--- src/rtl/fwd_hazard_tracker.sv ---
`default_nettype none
// ============================================================================
//  Module   : fwd_hazard_tracker
//  Purpose  : RV32I forwarding-select and load-use stall unit built around a
//             self-maintained shift-register scoreboard of in-flight writes.
//             Optional performance counters: define FWD_PERF_CNT_EN.
//  Revision : 1.0  initial release
// ============================================================================
module fwd_hazard_tracker #(
    parameter  int NUM_SRC    = 2,
    parameter  int FWD_DEPTH  = 2,
    parameter  int ADDR_W     = 5,
    parameter  int LOAD_STAGE = 2,
    localparam int SEL_W      = $clog2(FWD_DEPTH + 1)
) (
    input  logic                      clk,
    input  logic                      rst_n,
    input  logic                      advance,
    input  logic                      flush,
    input  logic                      id_valid,
    input  logic                      id_regwrite,
    input  logic                      id_is_load,
    input  logic [ADDR_W-1:0]         id_rd,
    input  logic [NUM_SRC*ADDR_W-1:0] src_addr,
    output logic [NUM_SRC*SEL_W-1:0]  fwd_sel,
    output logic                      stall,
    output logic                      busy
`ifdef FWD_PERF_CNT_EN
    ,
    output logic [31:0]               perf_fwd_cnt,
    output logic [31:0]               perf_stall_cnt
`endif
);

    localparam logic [SEL_W-1:0] c_load_stage = SEL_W'(LOAD_STAGE);

    // Scoreboard: index 1 is the youngest in-flight producer.
    logic [FWD_DEPTH:1]  r_v;
    logic [FWD_DEPTH:1]  r_ld;
    logic [ADDR_W-1:0]   r_rd [1:FWD_DEPTH];

    logic [NUM_SRC-1:0]  w_hazard;
    logic                w_new_valid;

    assign w_new_valid = id_valid & id_regwrite & (id_rd != '0) & ~stall & ~flush;

    always_ff @(posedge clk or negedge rst_n) begin
        if (!rst_n) begin
            r_v  <= '0;
            r_ld <= '0;
            for (int k = 1; k <= FWD_DEPTH; k++) begin
                r_rd[k] <= '0;
            end
        end else if (advance) begin
            for (int k = FWD_DEPTH; k >= 2; k--) begin
                r_v[k]  <= r_v[k-1];
                r_ld[k] <= r_ld[k-1];
                r_rd[k] <= r_rd[k-1];
            end
            r_v[1]  <= w_new_valid;
            r_ld[1] <= id_is_load;
            r_rd[1] <= id_rd;
        end
    end

    generate
        for (genvar i = 0; i < NUM_SRC; i++) begin : g_src
            logic [ADDR_W-1:0] w_src;
            logic              w_hit;
            logic              w_hit_ld;
            logic [SEL_W-1:0]  w_idx;

            assign w_src = src_addr[i*ADDR_W +: ADDR_W];

            // Scan oldest to youngest so the youngest match overwrites the rest.
            always_comb begin
                w_hit    = 1'b0;
                w_hit_ld = 1'b0;
                w_idx    = '0;
                for (int k = FWD_DEPTH; k >= 1; k--) begin
                    if (r_v[k] && (r_rd[k] == w_src)) begin
                        w_hit    = 1'b1;
                        w_hit_ld = r_ld[k];
                        w_idx    = SEL_W'(k);
                    end
                end
                if (w_src == '0) begin
                    w_hit = 1'b0;
                end
            end

            assign w_hazard[i] = w_hit & w_hit_ld & (w_idx < c_load_stage);
            assign fwd_sel[i*SEL_W +: SEL_W] = (w_hit && !w_hazard[i]) ? w_idx : '0;
        end
    endgenerate

    assign stall = |w_hazard;
    assign busy  = |r_v;

`ifdef FWD_PERF_CNT_EN
    logic [31:0] r_perf_fwd_cnt;
    logic [31:0] r_perf_stall_cnt;

    always_ff @(posedge clk or negedge rst_n) begin
        if (!rst_n) begin
            r_perf_fwd_cnt   <= '0;
            r_perf_stall_cnt <= '0;
        end else if (advance) begin
            if (stall) begin
                r_perf_stall_cnt <= r_perf_stall_cnt + 32'd1;
            end else if (|fwd_sel) begin
                r_perf_fwd_cnt <= r_perf_fwd_cnt + 32'd1;
            end
        end
    end

    assign perf_fwd_cnt   = r_perf_fwd_cnt;
    assign perf_stall_cnt = r_perf_stall_cnt;
`endif

endmodule
`default_nettype wire

--- config.mk ---
export PLATFORM = sky130hd
export DESIGN_NAME = fwd_hazard_tracker
export DESIGN_NICKNAME = d
export VERILOG_FILES = /design/src/rtl/fwd_hazard_tracker.sv
export SDC_FILE = /design/constraint.sdc
export NUM_CORES = 1
export LEC_CHECK = 0
export BUFFER_PORTS_ARGS = -buffer_cell sky130_fd_sc_hd__buf_2
export CORE_ASPECT_RATIO = 0.75
export CORE_MARGIN = 2
export CORE_UTILIZATION = 44
export DETAILED_ROUTE_END_ITERATION = 6
export GPL_TIMING_DRIVEN = 0
export PLACE_DENSITY = 0.73
export SLEW_MARGIN = 5
export SYNTH_ARGS = -nofsm -noshare
export SYNTH_HDL_FRONTEND = slang
export SYNTH_SLANG_ARGS = --single-unit
--- constraint.sdc ---
create_clock -name clk -period 1.04 [get_ports clk]
set_input_delay 0.104 -clock clk [delete_from_list [all_inputs] [get_ports clk]]
set_output_delay 0.104 -clock clk [all_outputs]
set_load 0.005 [all_outputs]
==> qor.csv <==
metric,value,unit
vias,738,
h-tree-depth,1,
syn_area_per_cell,10.9,um^2
setup_violations,7,
grt_pass1_wl,3.25,mm
dpl.hpwl,1.55,mm
wl_per_cell,14.2,um
grt_overflow,0,
critPathRequiredTime,0.94,ns
r2r_start,r_rd[5],
synth_cell_type_count,21,
critPathArrivalTime,1.56,ns
crit_family,flip-flops,
fin_util,0.637,
post-place-ws,-0.329,ns
cp-end-kind,primary output,
track_usage,0.195,
place_inst,125,
relSlewSlack,0.811,
rows,13,
synth-seq-cells,13,
drc,0,
syn_nets,99,
timing.fmax,0.602,GHz
io_pins,28,
numCtsBuffers,3,
rsz0062_at_grt,yes,
p_per_area,1190,mW/mm^2
min_period,1.66,ns
min_path_cells,2,
final_nets,134,
drive_gt1_frac,0.595,
crit_type,reg2out,
ant_nets,0,
grt_max_degree,14,
r2r_cells,4,
io_buffers,26,
hold_start,id_is_load,
place.gp.congestion,0.827,
max-vdd-ir-drop,0.000722,V
path_clk_slew,0.07,ns
whs_endpoint,r_ld[1],
dieArea,0.00228,mm^2
drt-initial-drc-count,13,
cp-start-kind,flop,
diodes,0,
wirelength,1.89,mm
area_growth,34.2,%
slowest_delay,0.45,ns
fin_skew,0.00257,ns
rrSetupSlack,-0.14,ns
path_max_fanout,4,
cp_cell_sequence,xnor2_2 > nand4_1 > buf_4 > nor4_2 > buf_2,
cts_tree,built,
cp.buffers_inverters,2,
status,"finished, violations left",
yosys_warnings,0,
n_fill_cell,159,
die_height,41.9,um
initial_core_util,0.475,
synth_seq_area_share,0.386,
final_max_slew_viol_count,0,
via_per_inst,5.55,
antenna_found_initial,0,
synthCells,77,
r2r_end,r_v[1],
setup_ws,-0.621,ns
die_w,54.5,um
hold_viol_final,0,
syn_area,842,um^2
drtPass1Iterations,4,
hold_path_class,in2reg,
p_leak,0.465,nW
startpoint,r_rd[5],
core,0.00177,mm^2
clock_latency,0.27,ns
cts_num_sinks,13,
fin_cells,133,
fin_crit_sh,1.60,
cts_buffer_depth,2,
tightest_slew,0.284,ns
cap_violations,0,
cp_slowest_cell,dfrtp_2,
grt_pass1_vias,727,
violations,negative setup slack,
root_buffer,clkbuf_4,
==> worst reg2reg max path: cells and delay by family, from the launching register on <==
family          cells  cell delay, ns
flops               1            0.45
xor+xnor            1            0.20
compound gates      1            0.10
simple gates        2            0.32
==> kinds of logic (layout without fill, tap and decap cells) <==
logic type                count (synthesis)  count (layout)  share of synthesized area
and+or+nand+nor                          25              25                      0.196
xor gates and xnor gates                 20              20                      0.208
muxes                                    12              12                      0.160
DFF                                      13              13                      0.386
buffers and inverters                     3              37                     0.0148
AOI/OAI and AO/OA                         4               4                     0.0342
==> cells in the mapped netlist, drive strengths merged <==
library cell   n  area, um^2
nor3           3        20.0
and4b          1        10.0
mux2          12         135
xnor2         20         175
a2bb2oi        1        8.76
o21a           1        7.51
buf            1        5.00
nand2          6        22.5
nand4          4        25.0
nor4           4        25.0
dfrtp         13         325
or4            3        30.0
nor2           3        26.3
o21ai          1        5.00
inv            1        3.75
clkbuf         1        3.75
or2            1        6.26
o31ai          1        7.51
==> power breakdown <==
group | leakage, nW | total [mW] | internal [mW] | switching, mW
Combinational | 0.301 | 0.386 | 0.231 | 0.155
Clock | 0.0150 | 0.300 | 0.149 | 0.151
Sequential | 0.149 | 0.660 | 0.570 | 0.0899
==> what timing repair did <==
item                                   CTS  global route
setup endpoints to repair                7             7
pin swaps                                4             6
hold buffers                             1             0
buffers inserted                         2             1
resized for setup                        4            11
endpoints found under the hold margin   13             0
==> cell type report <==
class	count	area [um^2]	share of cell area
Multi-Input combinational cell	61	562	0.497
Sequential cell	13	333	0.295
Clock buffer	4	26.3	0.0233
Inverter	1	3.75	0.00332
Buffer	2	8.76	0.00775
Tap cell	22	27.5	0.0244
Timing Repair Buffer	30	169	0.150
==> through the flow <==
stage / TNS, ns / hold slack (ns) / power [mW] / area, um^2
after detailed placement: -2.15 / 0.00674 / 0.992 / 1010
after floorplan: -0.233 / -0.192 / 0.865 / 853
final: -2.93 / 0.0580 / 1.35 / 1130
after CTS: -2.94 / 0.0506 / 1.33 / 1080
after global placement: -1.80 / 0.00278 / 0.980 / 1010
after global routing: -3.47 / 0.0527 / 1.43 / 1130
==> worst max-delay path by stage <==
| stage | slack (ns) | cells after the start | endpoint |
|---|---|---|---|
| 6_report | -0.62 | 5 | fwd_sel[0] |
| 5_1_grt | -0.66 | 5 | fwd_sel[0] |
| 4_1_cts | -0.55 | 5 | stall |
| 3_5_place_dp | -0.33 | 6 | stall |
| 3_3_place_gp | -0.31 | 6 | stall |
| 2_1_floorplan | -0.08 | 4 | r_v[1] |
==> layer usage <==
| layer | wire [um] | vias to the layer above | global-route usage |
|---|---|---|---|
| met4 | 19 | 0 | 0.0600 |
| met2 | 865 | 30 | 0.292 |
| li1 | - | 347 | - |
| met1 | 902 | 359 | 0.291 |
| met5 | 0 | - | 0 |
| met3 | 105 | 2 | 0.0216 |
==> registers in the layout (all words and copies together) (netlist names) <==
signal  cells
r_v         2
r_rd       10
r_ld        1
==> placed cells by master (no fill, tap or decap), types with 3 or more instances in the layout <==
master	netlist	routed
buf_2	1	26
dfrtp_2	0	6
dfrtp_1	13	7
mux2_2	12	12
nand4_1	4	4
nor3_2	1	3
buf_4	0	3
xnor2_2	0	4
xnor2_1	20	16
nand2_1	6	5
clkbuf_4	0	3
Power figures use the tool's default switching activity.
